[src/rtl/cache_mem_arbiter.sv]
// Two-requester (icache/dcache) arbiter onto one SRAM-like memory port.
// Define ARB_ROUND_ROBIN_EN for round-robin; default is data-over-inst priority.
module cache_mem_arbiter #(
  parameter int ADDR_W = 32,
  parameter int DATA_W = 32
) (
  input  logic                clk,
  input  logic                resetn,
  input  logic                inst_req,
  input  logic [ADDR_W-1:0]   inst_addr,
  output logic [DATA_W-1:0]   inst_rdata,
  output logic                inst_dok,
  input  logic                data_req,
  input  logic [DATA_W/8-1:0] data_wen,
  input  logic [ADDR_W-1:0]   data_addr,
  input  logic [DATA_W-1:0]   data_wdata,
  output logic [DATA_W-1:0]   data_rdata,
  output logic                data_dok,
  output logic                mem_req,
  output logic                mem_wr,
  output logic [DATA_W/8-1:0] mem_wstrb,
  output logic [ADDR_W-1:0]   mem_addr,
  output logic [DATA_W-1:0]   mem_wdata,
  input  logic                mem_addr_ok,
  input  logic                mem_data_ok,
  input  logic [DATA_W-1:0]   mem_rdata
);

  localparam int STRB_W = DATA_W / 8;

  typedef enum logic [1:0] {
    IDLE,
    ADDR,
    DATA,
    DONE
  } state_t;

  state_t state;
  state_t state_nxt;

  // owner: 1 = data requester, 0 = instruction requester
  logic own_data;
  logic pick_data;
  logic grant;
  logic finish;

  assign grant  = (state == IDLE) && (inst_req || data_req);
  assign finish = (state == DATA) && mem_data_ok;
  assign mem_req = (state == ADDR);

`ifdef ARB_ROUND_ROBIN_EN
  logic last_grant;

  // on contention, the side that did not win last time goes first
  always_comb begin
    pick_data = 1'b0;
    unique case (1'b1)
      (data_req && !inst_req): pick_data = 1'b1;
      (data_req && inst_req):  pick_data = !last_grant;
      default:                 pick_data = 1'b0;
    endcase
  end

  always_ff @(posedge clk or negedge resetn) begin
    if (!resetn) begin
      last_grant <= 1'b1;
    end else if (grant) begin
      last_grant <= pick_data;
    end
  end
`else
  always_comb begin
    pick_data = data_req;
  end
`endif

  always_comb begin
    state_nxt = state;
    unique case (state)
      IDLE: if (inst_req || data_req) state_nxt = ADDR;
      ADDR: if (mem_addr_ok) state_nxt = DATA;
      DATA: if (mem_data_ok) state_nxt = DONE;
      DONE: state_nxt = IDLE;
      default: state_nxt = IDLE;
    endcase
  end

  always_ff @(posedge clk or negedge resetn) begin
    if (!resetn) begin
      state <= IDLE;
    end else begin
      state <= state_nxt;
    end
  end

  always_ff @(posedge clk or negedge resetn) begin
    if (!resetn) begin
      own_data  <= 1'b1;
      mem_wr    <= 1'b0;
      mem_wstrb <= '0;
      mem_addr  <= '0;
      mem_wdata <= '0;
    end else if (grant) begin
      own_data <= pick_data;
      if (pick_data) begin
        mem_wr    <= |data_wen;
        mem_wstrb <= data_wen;
        mem_addr  <= data_addr;
        mem_wdata <= data_wdata;
      end else begin
        mem_wr    <= 1'b0;
        mem_wstrb <= {STRB_W{1'b0}};
        mem_addr  <= inst_addr;
        mem_wdata <= '0;
      end
    end
  end

  always_ff @(posedge clk or negedge resetn) begin
    if (!resetn) begin
      inst_rdata <= '0;
      data_rdata <= '0;
      inst_dok   <= 1'b0;
      data_dok   <= 1'b0;
    end else begin
      inst_dok <= finish && !own_data;
      data_dok <= finish && own_data;
      if (finish && own_data) begin
        data_rdata <= mem_rdata;
      end
      if (finish && !own_data) begin
        inst_rdata <= mem_rdata;
      end
    end
  end

endmodule
[config.mk]
export PLATFORM = sky130hd
export DESIGN_NAME = cache_mem_arbiter
export DESIGN_NICKNAME = d
export VERILOG_FILES = /design/src/rtl/cache_mem_arbiter.sv
export SDC_FILE = /design/constraint.sdc
export NUM_CORES = 1
export LEC_CHECK = 0
export BUFFER_PORTS_ARGS = -buffer_cell sky130_fd_sc_hd__buf_2
export CORE_MARGIN = 2
export CORE_UTILIZATION = 45
export CTS_CLUSTER_SIZE = 24
export DETAILED_ROUTE_END_ITERATION = 16
export PLACE_DENSITY = 0.79
export SLEW_MARGIN = 20
export SYNTH_ARGS = -nofsm -noshare
export SYNTH_HDL_FRONTEND = slang
export SYNTH_SLANG_ARGS = --single-unit
[constraint.sdc]
create_clock -name clk -period 4.2 [get_ports clk]
set_clock_uncertainty 0.1 [all_clocks]
set_input_delay 0.42 -clock clk [delete_from_list [all_inputs] [get_ports clk]]
set_output_delay 0.42 -clock clk [all_outputs]
set_load 0.02 [all_outputs]
==> Yosys cells after proc, flatten, opt, wreduce, memory -nomap -nowiden <==
Cells that the tools add are included.
{ "totals": {"register_bits": 138, "inputBits": 138, "out_inout_bits": 136} }
{ "op_classes": {"n_eq_ne": 6, "mux": 8, "n_reduce_logical": 9} }
{ "op_table": {"columns": ["op", "n"], "rows": [
  ["32-bit two-way mux", 2],
  ["2-bit one-hot mux with 4 select lines", 1],
  ["2-bit two-way mux", 3],
  ["2-bit equality test (second input constant)", 2],
  ["1-bit logical AND", 4],
  ["4-bit two-way mux", 1],
  ["2-bit by 1-bit != test with 1-bit output (second input constant)", 2],
  ["4-bit OR reduction", 1],
  ["3-bit AND reduction", 1],
  ["2-bit by 1-bit equality test with 1-bit output (second input constant)", 1],
  ["2-bit logical NOT", 1],
  ["2-bit != test (second input constant)", 1],
  ["1-bit logical NOT", 1],
  ["1-bit logical OR", 1],
  ["1-bit two-way mux", 1]
]} }

==> Longest topological paths before layout <==
Gate-level depths: netlist of run 1.
{ "logic_depth": {"word_depth": 3, "depth_mapped": 7, "ltp_nobuf": 5} }

==> Least setup slack after synthesis of run 1 <==
No wires, ideal clock.
{ "synth_path": {"path_kind": "flip-flop to flip-flop", "from": "register state[1]", "to": "register state[1]", "setup_ps": 127, "t_arrival_ps": 1427, "setup_slack_ps": 2545, "path_stages_with_launch": 5, "n_path_buf": 0, "period_less_slack_ps": 1655, "path_cell_list": "dfrtp_1 > inv_1 > ha_1 > a222oi_1 > mux2_1"} }
{ "synth_via": {"elab_chain_cells": 3, "elab_cells_between_ends": 9, "classes_between": "eq/ne: 6; mux: 1; reduce/logical: 2"} }
{ "synth_rtl": {"columns": ["element", "line_no", "rtl"], "rows": [
  ["start: declaration", "38", "state_t state;"],
  ["start signal: assignment", "92", "state <= state_nxt;"],
  ["2-bit by 1-bit equality test with 1-bit output *", null, null],
  ["via mem_req", "19", "output logic mem_req,"],
  ["2-bit by 1-bit != test with 1-bit output (no line)", null, null],
  ["3-bit AND reduction (no line)", null, null]
]} }
The timed path passes the listed nets; every way through them passes the cells marked *.
A chain may end at the register's enable or synchronous reset.

==> Final worst setup path of run 1 <==
{ "layout_path": {"from": "register state[1]", "to": "register mem_addr[31]"} }
{ "layout_via": {"elab_chain_cells": 2} }
{ "layout_rtl": {"columns": ["element", "line_no", "rtl"], "rows": [
  ["2-bit logical NOT", "47", "assign grant = (state == IDLE) && (inst_req || data_req);"],
  ["1-bit logical AND", "47", null],
  ["end signal: assignment", "108", "mem_addr <= data_addr;"],
  ["end signal: assignment", "113", "mem_addr <= inst_addr;"],
  ["end: declaration", "22", "output logic [ADDR_W-1:0] mem_addr,"]
]} }
Every way passes these cells.

==> impl_metrics.csv, run 1 <==
group,metric,value,unit
run_status,status,"complete, no violations",
timing,holdWs,0.1436,ns
worst_setup_path,worstPathArrival,2.43,ns
grt,antenna_found_initial,0,
cells_and_area,areaGrowthSynthToFinish,36.47,%
timing,hold_violations,0,
routing,drc,0,
grt,grt_overflow,0,
cells_and_area,drive_gt1_share,50.54,%
job,cap_violations,0,
floorplan,num_rows,40,
clock_tree,post_cts_buffers,0,
worst_hold_path,hp-class,"primary input to register",
worst_setup_path,critPathMaxFanout,89,
worst_setup_path,endpoint_kind,"register",
worst_setup_path,cp_slowest_stage_delay,0.66,ns
cells_and_area,layout.nets,872,
clock_tree,clk_latency,0.40,ns
place,place_congestion,0.7359,
worst_setup_path,r2r-end,"mem_addr[31]",
floorplan,die_h,114.9,um
synthesis,synth_warnings,0,
place,dp_hpwl,10020,um
floorplan,die_width,114.9,um
worst_setup_path,regToRegStartpoint,"state[1]",
worst_setup_path,cp_common_cell,"buf_4",
floorplan,dieArea,13200,um2
routing,wl_per_cell,15.33,um
clock_tree,cts_sinks,138,
power_and_ir_drop,p_per_area,841.9,nW/um2
routing,firstDrtPassIters,5,
cells_and_area,final_common_cell,"buf_2",
synthesis,synthCells,459,
timing,grt_setup_unrepaired,"no",
synthesis,synth_nets,601,
clock_tree,cts_max_path_buffers,2,
place,pre_cts_slack,1.886,ns
routing,viasPerCell,4.976,
routing,drt_wl_total,13630,um
clock_tree,cts_tree,"yes",
timing,timing.fmax,434.5,MHz
floorplan,start_util,46.07,%
worst_setup_path,regToRegSetupSlack,1.90,ns
synthesis,avgSynthCellArea,12.06,um2
timing,fin_ws,1.898,ns
floorplan,io_pins,274,
timing,fin_crit,2.302,ns
grt,track_usage,20.97,%
clock_tree,root_buffer,"clkbuf_16",
timing,final-max-slew-violation-count,0,
grt,grt_pass1_vias,4349,
worst_hold_path,worstHoldPathCells,3,
timing,setup_tns,0,ns
timing,setup_viol,0,
power_and_ir_drop,p_leak,4.155,nW
cells_and_area,stdcell_area,7552,um2
timing,slew_headroom,47.68,%
cells_and_area,antenna_cells,0,
synthesis,yosysUniqueCellTypes,19,
grt,grt_max_degree,90,
clock_tree,htree_levels,4,
power_and_ir_drop,ir_worst_vdd,0.0003093,V
timing,worst_pin_slew,0.7848,ns
place,portBuffers,273,
place,dpl-instance-area,7004,um2
synthesis,ys_seq_area_share,62.42,%
worst_setup_path,slowest_stage,"buf_4",
worst_hold_path,min-delay-start,"data_wdata[14]",
cells_and_area,final_cell_mix,"272 x buf_2, 137 x dfrtp_1, 108 x nand2_1, 64 x mux2_2, 37 x nand3_1",
clock_tree,cts.reportedPaths.clkPinSlew,0.06,ns
worst_hold_path,holdPathEnd,"mem_wdata[14]",
worst_setup_path,r2r_cells,6,
worst_setup_path,startpoint_type,"register",
routing,via_count,4424,
worst_setup_path,crit_path_cell_trace,"inv_1, ha_1, buf_4, o21ai_4, buf_4, o21ai_0",
routing,detail-route-antenna-nets,0,
worst_setup_path,path_class,"register to register",
worst_setup_path,worst_ep_required_time,4.33,ns
synthesis,synth_seq_cells,138,
routing,drt_iter0_markers,233,
floorplan,core,12010,um2
synthesis,netlist_area,5534,um2
clock_tree,cts_buffers,17,
timing,period_share,54.80,%
grt,grt_pass1_wl,21330,um
metal layers:
layer / wire, um / vias up / GRT usage (%)
met5: 5 / - / 0
met4: 280 / 2 / 8.835
met3: 1066 / 26 / 6.695
met2: 7040 / 197 / 36.55
met1: 5236 / 2103 / 23.77
li1: - / 2096 / -
what timing repair did:
action                                 CTS  global route
resized for setup                        0             0
hold buffers                             1             0
endpoints found under the hold margin   59             0
stage by stage:
step	util (%)	cells	power (W)
final	62.88	889	0.006358
after global routing	62.88	889	0.006768
after CTS	62.88	889	0.006428
after detailed placement	58.31	857	0.005064
after global placement	58.31	857	0.004932
after floorplan	-	459	0.004058
critical path: cells and delay by family (launching register included):
family	cells	cell delay (ns)
buf+inv	3	1.00
flops	1	0.36
compound gates	2	0.46
fa+ha+maj	1	0.18
worst max path at each step:
stage               startpoint  depth (start not counted)      endpoint
global route          state[1]                          6  mem_addr[31]
floorplan             state[1]                          4      state[1]
CTS                   state[1]                          6  mem_addr[31]
detailed placement    state[1]                          6  mem_addr[13]
global placement      state[0]                          6   mem_addr[8]
finish                state[1]                          6  mem_addr[31]
area by class of cell:
cell class                 count  area [um2]
sequential                   138        3455
clock inverter                 9       73.82
timing repair buffer         281        1435
clock buffer                  22       464.2
multi-input combinational    286        1918
inverter                       6       22.52
tap                          147       183.9
fill                         942        4459
where the power goes:
group	internal (W)	switching, W	total [W]
registers	0.00200	0.000335	0.00234
clock network	0.000834	0.000512	0.00135
logic	0.000979	0.00170	0.00267
registers in the layout, indices dropped and copies added, names as in the netlist:
| signal | cells |
|---|---|
| mem_wdata | 32 |
| inst_dok | 1 |
| mem_wstrb | 4 |
| data_dok | 1 |
| data_rdata | 32 |
| own_data | 1 |
| inst_rdata | 32 |
| state | 2 |
| mem_addr | 32 |
| mem_wr | 1 |
cells by family (layout without fill, tap and decap cells):
| group | Yosys count | after routing | synth area share (%) |
|---|---|---|---|
| AO/OA/AOI/OAI | 36 | 36 | 3.414 |
| adder cells (fa/ha/maj) | 4 | 4 | 0.9044 |
| buffers and inverters | 35 | 318 | 3.120 |
| flip-flops | 138 | 138 | 62.42 |
| multiplexers | 98 | 98 | 19.20 |
| AND/OR/NAND/NOR | 148 | 148 | 10.94 |
cells in the mapped netlist (all sizes together):
library cell	number	area (um2)
buf	19	112.6
a222oi	1	10.01
nor2	2	7.510
clkbuf	10	37.54
dfstp	1	26.28
nand2	108	405.4
dfrtp	137	3428
o41ai	1	8.760
nand3b	1	7.510
nand3	37	185.2
ha	4	50.05
mux2i	33	330.3
inv	6	22.52
o21ai	34	170.2
mux2	65	732.0
(Power assumes the default switching activity.)
==> run 2, diff against run 1 <==
clock period = 2.2 ns   (was 4.2 ns; I/O delays follow)
==> impl_metrics.csv, run 2 (synthesis results as in run 1) <==
group,metric,value,unit
timing,slew_headroom,48.12,%
timing,setup_viol,0,
clock_tree,cts_sinks,138,
worst_setup_path,critPathMaxFanout,4,
routing,wl_per_cell,16.41,um
clock_tree,cts_max_path_buffers,2,
floorplan,num_rows,40,
worst_hold_path,hp-class,"primary input to register",
timing,timing.fmax,552.1,MHz
worst_setup_path,endpoint_kind,"register",
grt,track_usage,24.48,%
floorplan,core,12010,um2
place,place_congestion,0.8144,
timing,setup_tns,0,ns
cells_and_area,final_common_cell,"buf_2",
grt,grt_pass1_wl,24770,um
timing,worst_pin_slew,0.7753,ns
clock_tree,htree_levels,4,
place,dpl-instance-area,7082,um2
routing,drt_iter0_markers,242,
timing,holdWs,0.01628,ns
floorplan,die_h,114.9,um
routing,via_count,4888,
cells_and_area,areaGrowthSynthToFinish,53.24,%
clock_tree,root_buffer,"clkbuf_16",
timing,fin_crit,1.811,ns
routing,viasPerCell,5.003,
run_status,status,"complete, no violations",
routing,drc,0,
cells_and_area,antenna_cells,0,
cells_and_area,final_cell_mix,"272 x buf_2, 137 x dfrtp_1, 108 x nand2_1, 88 x dlygate4sd3_1, 64 x mux2_2",
timing,hold_violations,0,
cells_and_area,drive_gt1_share,45.18,%
power_and_ir_drop,p_leak,4.542,nW
worst_setup_path,startpoint_type,"register",
clock_tree,clk_latency,0.40,ns
job,cap_violations,0,
power_and_ir_drop,ir_worst_vdd,0.0007453,V
worst_setup_path,path_class,"register to register",
cells_and_area,layout.nets,961,
worst_setup_path,worstPathArrival,2.00,ns
floorplan,io_pins,274,
timing,period_share,82.33,%
grt,grt_max_degree,60,
power_and_ir_drop,p_per_area,1466,nW/um2
timing,final-max-slew-violation-count,0,
place,dp_hpwl,10250,um
cells_and_area,stdcell_area,8481,um2
clock_tree,cts.reportedPaths.clkPinSlew,0.05,ns
floorplan,dieArea,13200,um2
floorplan,start_util,46.07,%
worst_hold_path,worstHoldPathCells,3,
clock_tree,cts_buffers,17,
clock_tree,cts_tree,"yes",
floorplan,die_width,114.9,um
routing,firstDrtPassIters,4,
worst_setup_path,r2r_cells,4,
grt,grt_pass1_vias,5162,
routing,detail-route-antenna-nets,0,
grt,grt_overflow,0,
clock_tree,ctsResizeCount,0,
grt,antenna_found_initial,0,
worst_setup_path,worst_ep_required_time,2.38,ns
place,portBuffers,273,
timing,grt_setup_unrepaired,"no",
routing,drt_wl_total,16040,um
==> run 2: power by group <==
| group | switching [W] | total (W) | internal, W |
|---|---|---|---|
| registers | 0.000678 | 0.00450 | 0.00382 |
| logic | 0.00338 | 0.00541 | 0.00204 |
| clock network | 0.000989 | 0.00252 | 0.00153 |
| total | 0.00504 | 0.0124 | 0.00739 |
==> run 2: path summary, 6_finish.rpt <==
path	from	to	slack, ns
min reg2reg	mem_wstrb[3]	mem_wstrb[3]	0.36
max	state[0]	state[1]	0.39
max in group asynchronous	resetn	data_rdata[24]	1.10
min	data_addr[19]	mem_addr[19]	0.02
min in group asynchronous	resetn	data_rdata[21]	0.27
max reg2reg	state[0]	state[1]	0.39
==> run 2: area by class of cell <==
type	instances	area, um2
Clock buffer	21	440.4
Clock inverter	9	77.57
Fill cell	801	3531
Inverter	6	22.52
Multi-Input combinational cell	286	1918
Sequential cell	138	3455
Tap cell	147	183.9
Timing Repair Buffer	370	2384
==> run 2: metal layers <==
metal / global-route usage [%] / share of wire, % / vias up
li1: - / - / 2277
met1: 25.70 / 37 / 2330
met2: 44.94 / 52 / 236
met3: 6.378 / 7.2 / 43
met4: 12.61 / 3.3 / 2
met5: 0 / 0.031 / -
==> run 2: stage by stage <==
| stage | util [%] | instances | setup slack, ns | power (W) |
|---|---|---|---|---|
| after CTS | 70.60 | 977 | 0.3881 | 0.01243 |
| after floorplan | - | 459 | 0.5454 | 0.007747 |
| after detailed placement | 58.96 | 859 | 0.3944 | 0.009740 |
| after global placement | 58.96 | 859 | 0.5251 | 0.009496 |
| after global routing | 70.60 | 977 | 0.2714 | 0.01313 |
| final | 70.60 | 977 | 0.3888 | 0.01243 |
==> run 2: repair_timing <==
item,in CTS,in global routing
setup buffers,0,0
endpoints found under the setup margin,0,0
hold buffers,88,0
endpoints found under the hold margin,168,0
==> run 2: critical path, stage by stage (launching register included) <==
cell and delay [ns]:
dfrtp_1 0.35, inv_1 0.09, ha_1 0.25, a222oi_1 0.54, mux2_1 0.37
